### config.mk
export PLATFORM = sky130hd
export DESIGN_NAME = pipe_ctrl
export DESIGN_NICKNAME = d
export VERILOG_FILES = /design/src/rtl/pipe_ctrl.sv
export SDC_FILE = /design/constraint.sdc
export NUM_CORES = 1
export LEC_CHECK = 0
export ABC_AREA = 1
export BUFFER_PORTS_ARGS = -buffer_cell sky130_fd_sc_hd__clkbuf_2
export CORE_ASPECT_RATIO = 1.5
export CORE_MARGIN = 2
export CORE_UTILIZATION = 34
export CTS_CLUSTER_DIAMETER = 80
export DETAILED_ROUTE_END_ITERATION = 6
export GPL_TIMING_DRIVEN = 0
export PLACE_DENSITY = 0.87
export REMOVE_ABC_BUFFERS = 1
export SYNTH_ARGS = -nofsm -noshare
export SYNTH_HDL_FRONTEND = slang
export SYNTH_SLANG_ARGS = --single-unit
### constraint.sdc
create_clock -name clk -period 2.3 [get_ports clk]
set_input_delay 0.345 -clock clk [delete_from_list [all_inputs] [get_ports clk]]
set_output_delay 0.345 -clock clk [all_outputs]
set_load 0.03 [all_outputs]
### src/rtl/pipe_ctrl.sv
// Pipeline control: PC redirect arbitration, hold-level generation, debug halt FSM
// and an optional bus-hold watchdog enabled by the PIPE_CTRL_WDOG_EN macro.
module pipe_ctrl #(
  parameter int WDOG_LIMIT = 255,
  parameter int WDOG_W     = 8
) (
  input  logic        clk,
  input  logic        rst,
  input  logic        ex_jump_req_i,
  input  logic [31:0] ex_jump_addr_i,
  input  logic        int_jump_req_i,
  input  logic [31:0] int_jump_addr_i,
  input  logic        ex_hold_req_i,
  input  logic        bus_hold_req_i,
  input  logic        dbg_halt_req_i,
  output logic        jump_flag_o,
  output logic [31:0] jump_addr_o,
  output logic [2:0]  hold_flag_o,
  output logic        dbg_halt_ack_o,
  output logic        bus_timeout_o
);

  typedef enum logic [1:0] {
    RUN       = 2'd0,
    HALT_WAIT = 2'd1,
    HALTED    = 2'd2
  } state_e;

  state_e      state_q, state_d;
  logic        int_jump_s;
  logic        jump_flag_s;
  logic [31:0] jump_addr_s;
  logic [2:0]  hold_flag_s;

  // Trap entry cannot redirect a halted core; execute redirects always can.
  assign int_jump_s = int_jump_req_i && (state_q != HALTED);

  always_comb begin
    jump_flag_s = 1'b0;
    jump_addr_s = 32'h0000_0000;
    if (int_jump_s) begin
      jump_flag_s = 1'b1;
      jump_addr_s = int_jump_addr_i;
    end else if (ex_jump_req_i) begin
      jump_flag_s = 1'b1;
      jump_addr_s = ex_jump_addr_i;
    end else begin
      jump_flag_s = 1'b0;
      jump_addr_s = 32'h0000_0000;
    end
  end

  always_comb begin
    hold_flag_s = 3'd0;
    if (jump_flag_s || ex_hold_req_i || (state_q == HALTED)) begin
      hold_flag_s = 3'd3;
    end else if (bus_hold_req_i || (state_q == HALT_WAIT)) begin
      hold_flag_s = 3'd1;
    end else begin
      hold_flag_s = 3'd0;
    end
  end

  always_comb begin
    state_d = state_q;
    case (state_q)
      RUN: begin
        if (dbg_halt_req_i) state_d = HALT_WAIT;
        else                state_d = RUN;
      end
      HALT_WAIT: begin
        // Dropping the request abandons the halt even if the pipeline is quiet.
        if (!dbg_halt_req_i) begin
          state_d = RUN;
        end else if (!ex_hold_req_i && !bus_hold_req_i && !jump_flag_s) begin
          state_d = HALTED;
        end else begin
          state_d = HALT_WAIT;
        end
      end
      HALTED: begin
        if (!dbg_halt_req_i) state_d = RUN;
        else                 state_d = HALTED;
      end
      default: state_d = RUN;
    endcase
  end

  always_ff @(posedge clk or posedge rst) begin
    if (rst) state_q <= RUN;
    else     state_q <= state_d;
  end

`ifdef PIPE_CTRL_WDOG_EN
  localparam logic [WDOG_W-1:0] WDOG_LAST = WDOG_W'(WDOG_LIMIT - 1);
  localparam logic [WDOG_W-1:0] WDOG_ONE  = {{(WDOG_W-1){1'b0}}, 1'b1};

  logic [WDOG_W-1:0] cnt_q, cnt_d;
  logic              timeout_q, timeout_d;

  // Counter restarts after each pulse so a stuck bus keeps reporting.
  always_comb begin
    cnt_d     = {WDOG_W{1'b0}};
    timeout_d = 1'b0;
    if (bus_hold_req_i) begin
      if (cnt_q == WDOG_LAST) begin
        cnt_d     = {WDOG_W{1'b0}};
        timeout_d = 1'b1;
      end else begin
        cnt_d     = cnt_q + WDOG_ONE;
        timeout_d = 1'b0;
      end
    end else begin
      cnt_d     = {WDOG_W{1'b0}};
      timeout_d = 1'b0;
    end
  end

  always_ff @(posedge clk or posedge rst) begin
    if (rst) begin
      cnt_q     <= {WDOG_W{1'b0}};
      timeout_q <= 1'b0;
    end else begin
      cnt_q     <= cnt_d;
      timeout_q <= timeout_d;
    end
  end

  assign bus_timeout_o = timeout_q;
`else
  logic [WDOG_W-1:0] unused_wdog_s;
  assign unused_wdog_s = WDOG_W'(WDOG_LIMIT);
  assign bus_timeout_o = 1'b0;
`endif

  assign jump_flag_o    = jump_flag_s;
  assign jump_addr_o    = jump_addr_s;
  assign hold_flag_o    = hold_flag_s;
  assign dbg_halt_ack_o = (state_q == HALTED);

endmodule
==> reports/metrics.cfg, run 1 <==
[worst_setup_path]
critical_path.endpoint_type=output pin
worst_setup_path_endpoint=jump_addr_o[18]
top_delay_family_on_crit_path=simple AND/OR/NAND/NOR gates
r2r_end=state_q[0]
series_of_cell_instances_along_the_critical_path=inv_1 > nand2_2 > nand2_8 > nor2_1 > a21oi_2 > clkbuf_2
worst-endpoint-arrival_ns=1.67
slowest_stage=sky130_fd_sc_hd__nand2_8
worstSetupPathType=reg -> out
start_kind=flip-flop
cp.buffers_inverters=2
crit_path_start=state_q[0]
max_stage_delay_ns=0.40
critical_path_peak_fanout=66
worstPathRequired_ns=1.96
reg2regPathDepth=6
reg2reg_from=state_q[0]
timing.critical_path.depth=6
r2r_slack_ns=0.92

[routing]
detail_route.drc_violations=0
detail_route.wl_per_cell_um=9.65
ant_nets=0
route.vias.total=1154
first_iter_violations=13
dr.pass1.iters=4
detail_route.vias_per_cell=4.53
wl_um=2460

[place]
port_buffers=106
post-dp-hpwl_um=1900
place_congestion=0.691
post_dp_cell_area_um2=1260

[hold_path]
hp-class=in -> reg

[global_routing]
first_global_vias=1033
grt_first_pass_wirelength_um=3800
globalRouteOverflowTotal=0
grt_antenna_before_repair=0
grt_start_max_net_pins=67
grt_use_total_pct=16.9

[logic_synthesis]
ys_dominant_reg_cell=sky130_fd_sc_hd__dfrtp_1
synth.cell_area_um2=805
asyncSetResetFlopFracSynth_pct=100
synth.ff_latch_count=2
synth.distinct_cells=18
synthTopCellsByArea=sky130_fd_sc_hd__a21oi_2, sky130_fd_sc_hd__nand2_1, sky130_fd_sc_hd__nor2_1
yosys.area.top_type=sky130_fd_sc_hd__a21oi_2
synthesis.yosys.warnings=0
synth_top_area_share_pct=34.8
yosys-top-cells-count=sky130_fd_sc_hd__nand2_1, sky130_fd_sc_hd__a21oi_2, sky130_fd_sc_hd__nor2_1, sky130_fd_sc_hd__inv_1, sky130_fd_sc_hd__nor2_2
synth_most_common_cell=sky130_fd_sc_hd__nand2_1
synth.yosys.seq_area_share_pct=6.22
synth_enable_flop_cells=0
synthCells=134
synth_area_per_cell_um2=6.00

[finish]
total_area_of_multi_input_combinational_cells_um2=636
largest-register=state_q
ff_latch_area_um2=50.0
fillCellCount=223
insertedDiodeCount=0
largestRegisters=state_q (2)
largest_reg_flops=2
final_net_count=305
stdcell_area_um2=1300
area_delta_synth_final_pct=62.1
layout-drive-gt1-share_pct=65.1

[cts]
postCtsSetupBuffers=0
clkSinkCount=2
root_buffer=sky130_fd_sc_hd__clkbuf_4
cts_htree_levels=1
cts_tree=built
clk_latency_ns=0.25
cts.path.max_buffers=2
clk_transition_reported_paths_ns=0.04
cts_buffers=3

[timing]
fin_crit_ns=2.01
timing.final.setup_violations=0
report.final.hold_viol_count=0
final.setup_skew_ns=0.00920
slew_headroom_pct=60.3
slew_viol_final=0
max_clock_freq_mhz=497
final_min_period_over_clock_period_pct=87.5
rsz0062_at_grt=no
transition_time_of_the_tightest_slew_check_pin_ns=0.595

[die]
floorplan.die_area_um2=2780
core_region_area_um2=2230
floorplan.die.width_um=43.7
chip_height_um=63.6
floorplan.initialDensity_pct=36.0
row_count=21
io_pins=109

[power]
total_power_uw=455
leakagePower_nw=0.759
ir_worst_vdd_mv=0.317
power-per-cell-area_nw_per_um2=349

[job]
maxCapViolCount=0

[run_status]
status=finished clean

[final cells by class]
cell class	count	area share, %
Clock buffer	3	1.73
Inverter	7	2.02
Multi-Input combinational cell	113	48.8
Sequential cell	2	3.84
Tap cell	23	2.21
Timing Repair Buffer	107	41.5
[kinds of logic (layout without fill, tap and decap cells)]
family / count (synthesis) / count (layout) / share of synthesized area [%]
and+or+nand+nor: 78 / 78 / 40.7
AOI/OAI and AO/OA: 33 / 33 / 35.6
buffers and inverters: 20 / 117 / 17.0
DFF: 2 / 2 / 6.22
other: 1 / 2 / 0.466
[placed cells by master (no fill, tap or decap)]
cell type | synthesis | layout
sky130_fd_sc_hd__nand4_1 | 1 | 1
sky130_fd_sc_hd__dlygate4sd3_1 | 0 | 1
sky130_fd_sc_hd__nand3_1 | 1 | 1
sky130_fd_sc_hd__nor2_2 | 7 | 7
sky130_fd_sc_hd__nand2_1 | 36 | 36
sky130_fd_sc_hd__conb_1 | 1 | 2
sky130_fd_sc_hd__nand2_8 | 0 | 1
sky130_fd_sc_hd__clkbuf_2 | 0 | 106
sky130_fd_sc_hd__clkbuf_4 | 0 | 3
sky130_fd_sc_hd__a21oi_2 | 32 | 32
sky130_fd_sc_hd__or2_2 | 1 | 1
sky130_fd_sc_hd__nor2_1 | 28 | 28
sky130_fd_sc_hd__inv_1 | 7 | 7
sky130_fd_sc_hd__nand3b_1 | 1 | 1
sky130_fd_sc_hd__dfrtp_1 | 2 | 2
sky130_fd_sc_hd__a31oi_1 | 1 | 1
sky130_fd_sc_hd__or2_1 | 1 | 1
sky130_fd_sc_hd__nand2_2 | 2 | 1
[power breakdown]
part           switching, mW  internal [mW]
sequential          0.000833         0.0367
clock                 0.0296         0.0583
combinational          0.213          0.117
total                  0.243          0.212
[through the flow]
step / hold slack, ns / util (%) / instances / setup TNS (ns) / setup WS [ns]
floorplan: 0.0862 / - / 122 / 0 / 0.106
global placement: 0.176 / 56.3 / 251 / -2.83 / -0.133
detailed placement: 0.178 / 56.3 / 251 / -4.00 / -0.185
CTS: 0.338 / 58.0 / 255 / 0 / 0.0367
global route: 0.356 / 58.4 / 255 / 0 / 0.133
finish: 0.348 / 58.4 / 255 / 0 / 0.287
[worst min-delay path, cell delays in order]
cell                       delay [ns]
sky130_fd_sc_hd__clkbuf_2        0.09
sky130_fd_sc_hd__nand2_1         0.06
sky130_fd_sc_hd__nor2_1          0.04
[metal layers]
metal | routed length, um | GRT usage, %
met3 | 237 | 2.01
met2 | 1400 | 35.3
met1 | 800 | 14.8
met5 | 0 | 0
met4 | 27 | 6.06
[how the worst min path moves through the flow]
stage / endpoint / slack, ns / depth (start not counted) / startpoint
4_1_cts: state_q[1] / 0.34 / 3 / dbg_halt_req_i
6_report: state_q[1] / 0.35 / 3 / dbg_halt_req_i
3_5_place_dp: state_q[1] / 0.18 / 2 / rst
2_1_floorplan: state_q[0] / 0.09 / 1 / rst
5_1_grt: state_q[1] / 0.36 / 3 / dbg_halt_req_i
3_3_place_gp: state_q[1] / 0.18 / 2 / rst
[timing repair]
item | CTS | global route
hold buffers | 1 | 0
hold endpoints to repair | 2 | 0
setup endpoints to repair | 33 | 32
resized for setup | 1 | 1
(Power assumes the default switching activity.)
==> run 2: changes to the inputs <==
--- a/config.mk
+++ b/config.mk
@@ -7,13 +7,13 @@
 export LEC_CHECK = 0
 export ABC_AREA = 1
 export BUFFER_PORTS_ARGS = -buffer_cell sky130_fd_sc_hd__clkbuf_2
+export CAP_MARGIN = 10
 export CORE_ASPECT_RATIO = 1.5
 export CORE_MARGIN = 2
-export CORE_UTILIZATION = 34
-export CTS_CLUSTER_DIAMETER = 80
+export CORE_UTILIZATION = 31
 export DETAILED_ROUTE_END_ITERATION = 6
 export GPL_TIMING_DRIVEN = 0
-export PLACE_DENSITY = 0.87
+export PLACE_DENSITY = 0.81
 export REMOVE_ABC_BUFFERS = 1
 export SYNTH_ARGS = -nofsm -noshare
 export SYNTH_HDL_FRONTEND = slang
==> constraint.sdc (replaced) <==
create_clock -name clk -period 1.91 [get_ports clk]
set_input_delay 0.2865 -clock clk [delete_from_list [all_inputs] [get_ports clk]]
set_output_delay 0.2865 -clock clk [all_outputs]
set_load 0.03 [all_outputs]
==> run 2 against run 1 <==
Register-to-register slack lost 0.15 ns. Design area grew 7.7%. Non-clock buffer count grew 3. Setup slack lost 0.18 ns. Clock power grew 19%. First-iteration DRC count grew 130%. Global-route usage shrank 0.12 points. Die area grew 8.9%. Critical endpoint is now jump_addr_o[30]. Largest cell class unchanged. Largest power group unchanged.
==> reports/metrics.cfg, run 2 (same netlist as run 1, synthesis figures left out) <==
[worst_setup_path]
critical_path.endpoint_type=output pin
series_of_cell_instances_along_the_critical_path=nand2_4 > nand2_8 > bufbuf_16 > a21oi_2 > buf_2
max_stage_delay_ns=0.41  ; about the same
worstSetupPathType=reg -> out
worstPathRequired_ns=1.62  ; -0.34 ns
worst-endpoint-arrival_ns=1.52  ; -0.15 ns
slowest_stage=sky130_fd_sc_hd__dfrtp_1
critical_path_peak_fanout=18  ; -73%
start_kind=flip-flop

[finish]
largest-register=state_q
fillCellCount=261  ; +17%
final_net_count=309  ; +1.3%
largest_reg_flops=2  ; unchanged
layout.cells.most_common=sky130_fd_sc_hd__clkbuf_2
insertedDiodeCount=0  ; unchanged
area_delta_synth_final_pct=74.5
layout-drive-gt1-share_pct=65.7  ; +0.59 points
layout_common_cells=sky130_fd_sc_hd__clkbuf_2, sky130_fd_sc_hd__nand2_1, sky130_fd_sc_hd__a21oi_2, sky130_fd_sc_hd__nor2_1, sky130_fd_sc_hd__buf_2
final-instance-count-excl-fill=260  ; +2.0%
largestRegisters=state_q (2)

[global_routing]
gr-usage-met1_pct=15.1  ; +0.30 points
grt_use_total_pct=16.8  ; -0.12 points
grt_use_met3_pct=2.19  ; +0.18 points
globalRouteOverflowTotal=0  ; unchanged
grt_antenna_before_repair=0  ; unchanged
first_global_vias=1049  ; +1.5%
grt_start_max_net_pins=34  ; -49%
grt_first_pass_wirelength_um=3910  ; +2.9%
grt-busiest-layer=met2
met2_usage_pct=34.3  ; -0.96 points

[timing]
slew_headroom_pct=59.3  ; -1.0 points
timing.final.setup_violations=0  ; unchanged
max_clock_freq_mhz=553
rsz0062_at_grt=no
slew_viol_final=0  ; unchanged
worst_hold_slack_ns=0.292  ; -0.0563 ns
report.final.hold_viol_count=0  ; unchanged
fin_crit_ns=1.81
final.setup_skew_ns=0.0128  ; +0.00362 ns
transition_time_of_the_tightest_slew_check_pin_ns=0.610  ; +0.0157 ns
final_min_period_over_clock_period_pct=94.6

[routing]
detail_route.vias_per_cell=4.64  ; +2.5%
detail_route.wl_per_cell_um=10.5  ; +8.3%
dr.pass1.iters=4  ; unchanged
ant_nets=0  ; unchanged
wl_um=2720  ; +10%
route.vias.total=1206  ; +4.5%
first_iter_violations=30  ; +17
detail_route.drc_violations=0  ; unchanged

[place]
port_buffers=106  ; unchanged
post-dp-hpwl_um=1930  ; +2.0%
numPlacedInstances=253  ; +0.80%
place_congestion=0.680  ; -1.6%

[job]
maxCapViolCount=0  ; unchanged

[die]
row_count=22  ; +4.8%
floorplan.die_area_um2=3030  ; +8.9%
floorplan.die.width_um=45.6  ; +4.3%
chip_height_um=66.4  ; +4.4%
core_region_area_um2=2450  ; +9.7%
io_pins=109  ; unchanged
floorplan.initialDensity_pct=32.8  ; -3.2 points

[power]
leakagePower_nw=0.813  ; +7.1%
ir_worst_vdd_mv=0.312  ; -1.7%
power-per-cell-area_nw_per_um2=410  ; +18%

[cts]
cts_htree_levels=1  ; unchanged
cts_buffers=3  ; unchanged
cts.path.max_buffers=2  ; unchanged
clk_transition_reported_paths_ns=0.04  ; about the same
root_buffer=sky130_fd_sc_hd__clkbuf_4
cts_tree=built
clk_latency_ns=0.25  ; about the same
clkSinkCount=2  ; unchanged

[run_status]
status=finished clean

[hold_path]
hp-class=in -> reg

run 2: cell types whose count changed in the layout (fill, tap and decap cells not counted):
cell                        before  now
sky130_fd_sc_hd__bufbuf_16       0    1
sky130_fd_sc_hd__nand2_2         1    0
sky130_fd_sc_hd__buf_16          0    1
sky130_fd_sc_hd__clkbuf_4        3    4
sky130_fd_sc_hd__buf_2           0   10
sky130_fd_sc_hd__clkbuf_2      106   95
sky130_fd_sc_hd__buf_12          0    1
sky130_fd_sc_hd__nand2_4         0    2
run 2: final timing paths:
path	cells after the start	startpoint	slack, ns	end
worst max-delay path	5	state_q[1]	0.10	jump_addr_o[30]
worst min-delay path	3	dbg_halt_req_i	0.29	state_q[1]
worst max register to register	6	state_q[0]	0.77	state_q[0]
worst min register to register	3	state_q[0]	0.56	state_q[0]
max in group asynchronous	3	rst	1.37	state_q[0]
min in group asynchronous	3	rst	0.42	state_q[1]
run 2: stage by stage:
stage	util [%]	TNS (ns)	cell area, um2	setup slack (ns)	total power, mW
2_1_floorplan	-	-6.60	698	-0.225	0.297
3_3_place_gp	51.4	-14.04	1260	-0.453	0.437
3_5_place_dp	52.2	-2.44	1280	-0.145	0.446
4_1_cts	56.4	0	1380	0.0188	0.570
5_1_grt	57.3	0	1400	0.0463	0.615
6_report	57.3	0	1400	0.103	0.576
run 2: worst max-delay path, delay by kind of cell, from the launching register on:
family	cells	cell delay [ns]
buffers and inverters	2	0.52
DFF	1	0.41
and+or+nand+nor	2	0.23
AOI/OAI and AO/OA	1	0.11
run 2: what timing repair did:
item                                    CTS  global route
setup buffers                             0             1
pin swaps                                 1             1
hold endpoints to repair                  2             0
endpoints found under the setup margin   33            18
resized for setup                         4            12
gates cloned                              2             0
hold buffers                              1             0
run 2: metal layers:
layer  wire length [um]  up-vias
met3                228        6
li1                   -      623
met5                  0        -
met4                 65        0
met1                906      518
met2               1520       59
run 2: report_power, final:
group / internal, mW / leakage (nW) / switching [mW] / total, mW
clock network: 0.0701 / 0.0138 / 0.0349 / 0.105
registers: 0.0442 / 0.0257 / 0.00105 / 0.0453
logic: 0.163 / 0.773 / 0.263 / 0.426
run 2: final cells by class:
cell class | instances | area [um2] | area share (%)
clock buffer | 3 | 22.5 | 1.60
inverter | 7 | 26.3 | 1.87
multi-input combinational | 114 | 652 | 46.4
sequential | 2 | 50.0 | 3.57
tap | 24 | 30.0 | 2.14
timing repair buffer | 110 | 623 | 44.4
